--- src/rtl/fetch_queue.sv ---
// Instruction fetch front end: owns the fetch PC, issues word fetches over a
// req/ready + rvalid handshake with one request in flight, and buffers the
// returned {pc, instr} pairs in a small in-order prefetch FIFO drained by
// decode. A redirect from EX flushes the FIFO, marks any in-flight response
// as stale, and restarts fetch at redirect_pc.
module fetch_queue #(
  parameter int          DEPTH    = 4,
  parameter logic [31:0] RESET_PC = 32'h0000_0000
) (
  input  logic        clk,
  input  logic        rst,
  output logic        imem_req,
  output logic [31:0] imem_addr,
  input  logic        imem_ready,
  input  logic        imem_rvalid,
  input  logic [31:0] imem_rdata,
  input  logic        redirect,
  input  logic [31:0] redirect_pc,
  output logic        out_valid,
  output logic [31:0] out_instr,
  output logic [31:0] out_pc,
  input  logic        out_ready
);

  localparam int PTR_W = $clog2(DEPTH);
  localparam int CNT_W = PTR_W + 1;
  localparam logic [CNT_W-1:0] FULL = CNT_W'(DEPTH);

  // Architectural state
  logic [31:0]      fetch_pc_q, fetch_pc_d;
  logic [PTR_W-1:0] wr_ptr_q, wr_ptr_d;
  logic [PTR_W-1:0] rd_ptr_q, rd_ptr_d;
  logic [CNT_W-1:0] count_q, count_d;
  logic             pend_q, pend_d;
  logic [31:0]      pend_pc_q, pend_pc_d;
  logic             drop_q, drop_d;
  logic [31:0]      mem_pc_q    [DEPTH];
  logic [31:0]      mem_pc_d    [DEPTH];
  logic [31:0]      mem_instr_q [DEPTH];
  logic [31:0]      mem_instr_d [DEPTH];

  // Handshake qualifiers
  logic [CNT_W-1:0] credit_used;
  logic             has_credit;
  logic             accept;
  logic             resp;
  logic             push;
  logic             pop;

  // Request issue, head-of-queue outputs and the per-cycle events they imply.
  // The credit check counts the in-flight request but not a same-cycle pop,
  // so a push can never land on a full FIFO.
  always_comb begin
    credit_used = count_q + CNT_W'(pend_q);
    has_credit  = (credit_used < FULL);
    imem_req    = !rst && !redirect && (!pend_q || imem_rvalid) && has_credit;
    imem_addr   = fetch_pc_q;
    out_valid   = !rst && (count_q != '0);
    out_pc      = rst ? 32'h0 : mem_pc_q[rd_ptr_q];
    out_instr   = rst ? 32'h0 : mem_instr_q[rd_ptr_q];
    accept      = imem_req && imem_ready;
    resp        = imem_rvalid && pend_q;
    push        = resp && !drop_q && !redirect;
    pop         = out_valid && out_ready && !redirect;
  end

  // Next-state: redirect overrides push, pop and issue; otherwise track the
  // in-flight request, retire stale responses and move the FIFO pointers.
  always_comb begin
    fetch_pc_d  = fetch_pc_q;
    wr_ptr_d    = wr_ptr_q;
    rd_ptr_d    = rd_ptr_q;
    count_d     = count_q;
    pend_d      = pend_q;
    pend_pc_d   = pend_pc_q;
    drop_d      = drop_q;
    mem_pc_d    = mem_pc_q;
    mem_instr_d = mem_instr_q;

    if (redirect) begin
      fetch_pc_d = redirect_pc;
      count_d    = '0;
      rd_ptr_d   = wr_ptr_q;
      // A response still outstanding belongs to the old path: keep waiting
      // for it but throw it away. One arriving right now is simply consumed.
      pend_d     = pend_q && !imem_rvalid;
      drop_d     = pend_q && !imem_rvalid;
    end else begin
      if (accept) begin
        pend_d     = 1'b1;
        pend_pc_d  = fetch_pc_q;
        fetch_pc_d = fetch_pc_q + 32'd4;
      end else if (resp) begin
        pend_d = 1'b0;
      end

      if (resp && drop_q) begin
        drop_d = 1'b0;
      end

      if (push) begin
        mem_pc_d[wr_ptr_q]    = pend_pc_q;
        mem_instr_d[wr_ptr_q] = imem_rdata;
        wr_ptr_d              = wr_ptr_q + PTR_W'(1);
      end

      if (pop) begin
        rd_ptr_d = rd_ptr_q + PTR_W'(1);
      end

      case ({push, pop})
        2'b10:   count_d = count_q + CNT_W'(1);
        2'b01:   count_d = count_q - CNT_W'(1);
        default: count_d = count_q;
      endcase
    end
  end

  // State registers with synchronous reset; storage is cleared as well so the
  // head outputs are deterministic after reset.
  always_ff @(posedge clk) begin
    if (rst) begin
      fetch_pc_q <= RESET_PC;
      wr_ptr_q   <= '0;
      rd_ptr_q   <= '0;
      count_q    <= '0;
      pend_q     <= 1'b0;
      pend_pc_q  <= 32'h0;
      drop_q     <= 1'b0;
      for (int i = 0; i < DEPTH; i++) begin
        mem_pc_q[i]    <= 32'h0;
        mem_instr_q[i] <= 32'h0;
      end
    end else begin
      fetch_pc_q  <= fetch_pc_d;
      wr_ptr_q    <= wr_ptr_d;
      rd_ptr_q    <= rd_ptr_d;
      count_q     <= count_d;
      pend_q      <= pend_d;
      pend_pc_q   <= pend_pc_d;
      drop_q      <= drop_d;
      mem_pc_q    <= mem_pc_d;
      mem_instr_q <= mem_instr_d;
    end
  end

endmodule

--- config.mk ---
export PLATFORM = sky130hd
export DESIGN_NAME = fetch_queue
export DESIGN_NICKNAME = d
export VERILOG_FILES = /design/src/rtl/fetch_queue.sv
export SDC_FILE = /design/constraint.sdc
export NUM_CORES = 1
export LEC_CHECK = 0
export CAP_MARGIN = 15
export CORE_MARGIN = 1.5
export CORE_UTILIZATION = 60
export DETAILED_ROUTE_END_ITERATION = 12
export DONT_BUFFER_PORTS = 1
export PLACE_DENSITY = 0.76
export REMOVE_ABC_BUFFERS = 1
export SKIP_LAST_GASP = 1
export SLEW_MARGIN = 20
export SYNTH_ARGS = -nofsm -noshare
export SYNTH_HDL_FRONTEND = slang
export SYNTH_SLANG_ARGS = --single-unit
--- constraint.sdc ---
create_clock -name clk -period 2.3 [get_ports clk]
set_input_delay 0.23 -clock clk [delete_from_list [all_inputs] [get_ports clk]]
set_output_delay 0.23 -clock clk [all_outputs]
set_load 0.01 [all_outputs]
==> impl_metrics.csv <==
group,metric,value,unit
sta,fin_crit_sh,102,%
yosys,synth-edff-count,0,
floorplan,start_util,60.9,%
placement,post-dp-hpwl,21700,um
critical_path,crit_required,2.70,ns
critical_path,slowest_delay,0.60,ns
drt,post-route-drc-count,0,
power_and_ir_drop,power_density,669,mW/mm2
yosys,synth_top_area_share,46.2,%
global_routing,antenna_found_initial,1,
critical_path,start_kind,"flop",
clock_network,clk_path_buf_depth,3,
clock_network,path_clk_slew,0.06,ns
floorplan,ios,168,
clock_network,numCtsBuffers,34,
placement,place.port_buffers,0,
power_and_ir_drop,p_leak,6.71,nW
critical_path,cp.arrival,2.74,ns
floorplan,die-area,0.0247,mm2
drt,vias,12900,
global_routing,grt_pass1_wl,58900,um
global_routing,grt-ovfl-total,0,
status,violations,"hold timing, setup timing",
layout,final_layout_size_suffix_gt1_share,11.8,%
sta,max_slew_margin,39.7,%
yosys,synth_area_leader_cell,"dfxtp_1",
yosys,synth-warning-count,0,
floorplan,coreArea,0.0234,mm2
clock_network,clk_latency,0.52,ns
critical_path,crit_family,"buffers and inverters",
drt,via_per_inst,5.90,
power_and_ir_drop,power,12.2,mW
drt,wire_per_inst,19.2,um
sta,fin_skew,0.0161,ns
sta,tightest_slew,0.904,ns
hold_path,hp-class,"in -> reg",
clock_network,htreeDepth,2,
clock_network,root_buffer,"clkbuf_16",
yosys,ys_seq_elements,329,
sta,fmax,428,MHz
floorplan,placementRows,56,
yosys,synth_area_leaders,"dfxtp_1, nand2_1, mux4_2",
yosys,syn_inst,1653,
global_routing,grt_pass1_vias,11400,
power_and_ir_drop,max-vdd-ir-drop,0.000642,V
critical_path,worstSetupEndpointType,"flop",
global_routing,grt_max_degree,398,
placement,gp_congestion,0.880,
sta,setup_violations,11,
critical_path,cp_slowest_cell,"dlygate4sd3_1",
global_routing,grt_use_total,30.0,%
sta,setup_slack,-0.0373,ns
clock_network,cts_tree,"built",
yosys,syn-cell-area,0.0143,mm2
drt,antenna_left,0,
critical_path,crit_type,"reg -> reg",
yosys,yosysSeqAreaShare,46.2,%
critical_path,crit_buf_inv,3,
sta,min_period,2.34,ns
yosys,yosysUniqueCellTypes,46,
sta,whs,-0.148,ns
flow_run,cap_violations,0,
clock_network,clock_sinks,329,
layout,syn2layout_area_growth,27.6,%
status,outcome,"finished, violations left",
layout,fin_nets,1915,
floorplan,die_w,157,um
yosys,syn_area_per_cell,8.63,um2
drt,wl,41900,um
critical_path,crit_chain,"a21bo_4, a21oi_4, o211ai_1, buf_4, buf_12, mux2i_1, nor2_1, dlygate4sd3_1",
sta,finalMaxSlewViolations,0,
drt,drt_iter0_drc,1331,
sta,hold_viol_final,29,
drt,drtPass1Iterations,6,
yosys,synth-main-ff-cell,"dfxtp_1",
critical_path,critPathMaxFanout,6,
floorplan,fp.dieH,157,um
yosys,synthArstFlopShare,0,%
area by class of cell:
type | count | area [um2]
multi-input cells | 1180 | 7130
flip-flops and latches | 329 | 6610
fillers | 1503 | 5200
repair buffers | 283 | 2850
clock buffers | 47 | 981
well taps | 319 | 399
clock inverters | 12 | 188
inverters | 10 | 37.5
diodes | 1 | 2.50
worst register-to-register path, stage by stage, from the launching register on:
cell and delay [ns]:
dfxtp_4 0.38, a21bo_4 0.15, a21oi_4 0.07, o211ai_1 0.39, buf_4 0.24, buf_12 0.15
mux2i_1 0.19, nor2_1 0.08, dlygate4sd3_1 0.60
worst paths after layout:
path / cells past startpoint / slack (ns) / from / endpoint
hold / removal: 2 / -0.15 / imem_rdata[17] / mem_instr_q[113]$_SDFFE_PP0P_
hold reg to reg: 2 / 0.45 / mem_instr_q[110]$_SDFFE_PP0P_ / mem_instr_q[110]$_SDFFE_PP0P_
setup reg to reg: 8 / -0.04 / count_q[0]$_SDFFE_PP0P_ / pend_pc_q[22]$_SDFFE_PP0P_
setup / recovery: 8 / -0.04 / count_q[0]$_SDFFE_PP0P_ / pend_pc_q[22]$_SDFFE_PP0P_
report_power, final:
part	switching (mW)	internal, mW
combinational	0.290	0.292
sequential	0.0749	5.75
clock	2.32	3.45
cell usage after synthesis, drive strengths merged, types with 9 or more instances:
cell	number
nand2	524
dfxtp	329
a21oi	266
clkbuf	88
nor2	72
nor2b	65
mux4	64
buf	46
a211oi	38
mux2i	38
xnor2	23
nand3	12
inv	9
through the flow:
step	util [%]	setup TNS, ns	setup slack [ns]	area (um2)	instances
6_report	77.8	-0.170	-0.0373	18200	2181
5_1_grt	77.8	-4.19	-0.131	18200	2181
4_1_cts	70.9	0	0.0105	16600	2028
3_5_place_dp	62.6	0	0.212	14600	1891
3_3_place_gp	62.6	0	0.292	14600	1891
2_1_floorplan	-	-188.97	-1.02	13700	1519
cells in the final DEF (no fill, tap or decap), types with 6 or more instances in the layout:
master	instances
mux4_2	64
a2111oi_2	6
a21oi_1	264
nand3_1	12
dfxtp_1	322
dlygate4sd3_1	216
buf_12	11
xnor2_1	23
nor2_1	71
buf_4	50
clkbuf_1	6
nand4_1	7
xor2_1	8
nand2_1	519
clkbuf_16	37
clkbuf_8	6
a211oi_1	38
nor2b_1	65
inv_1	9
mux2i_1	38
metal layers:
layer  part of all wire, %  track usage (%)
met5                     0                0
met1                    39             39.1
met4                   3.2             8.89
met3                   8.9             5.64
met2                    49             50.7
cells by family (layout without fill, tap and decap cells):
| kind of cell | after synthesis | in the layout | share of synthesized area, % |
|---|---|---|---|
| simple gates | 711 | 711 | 20.9 |
| compound gates | 329 | 329 | 13.3 |
| flops | 329 | 329 | 46.2 |
| buf+inv | 144 | 352 | 4.26 |
| mux | 102 | 102 | 12.8 |
| xor+xnor | 31 | 31 | 1.90 |
| fa+ha+maj | 7 | 7 | 0.667 |
| other cells | 0 | 1 | 0 |
registers in the layout (all words and copies together), names as in the netlist:
| name | flops |
|---|---|
| drop_q | 1 |
| imem_addr | 32 |
| wr_ptr_q | 2 |
| mem_pc_q | 128 |
| pend_q | 1 |
| count_q | 3 |
| pend_pc_q | 32 |
| rd_ptr_q | 2 |
| mem_instr_q | 128 |
what timing repair did:
item,in CTS,in global routing
hold buffers,78,141
cloned,0,2
hold endpoints to repair,329,277
resized for setup,1,29
setup endpoints to repair,1,59
pin swaps,0,3
buffers inserted,0,11
Note: power is estimated with default switching activity, not from simulation.
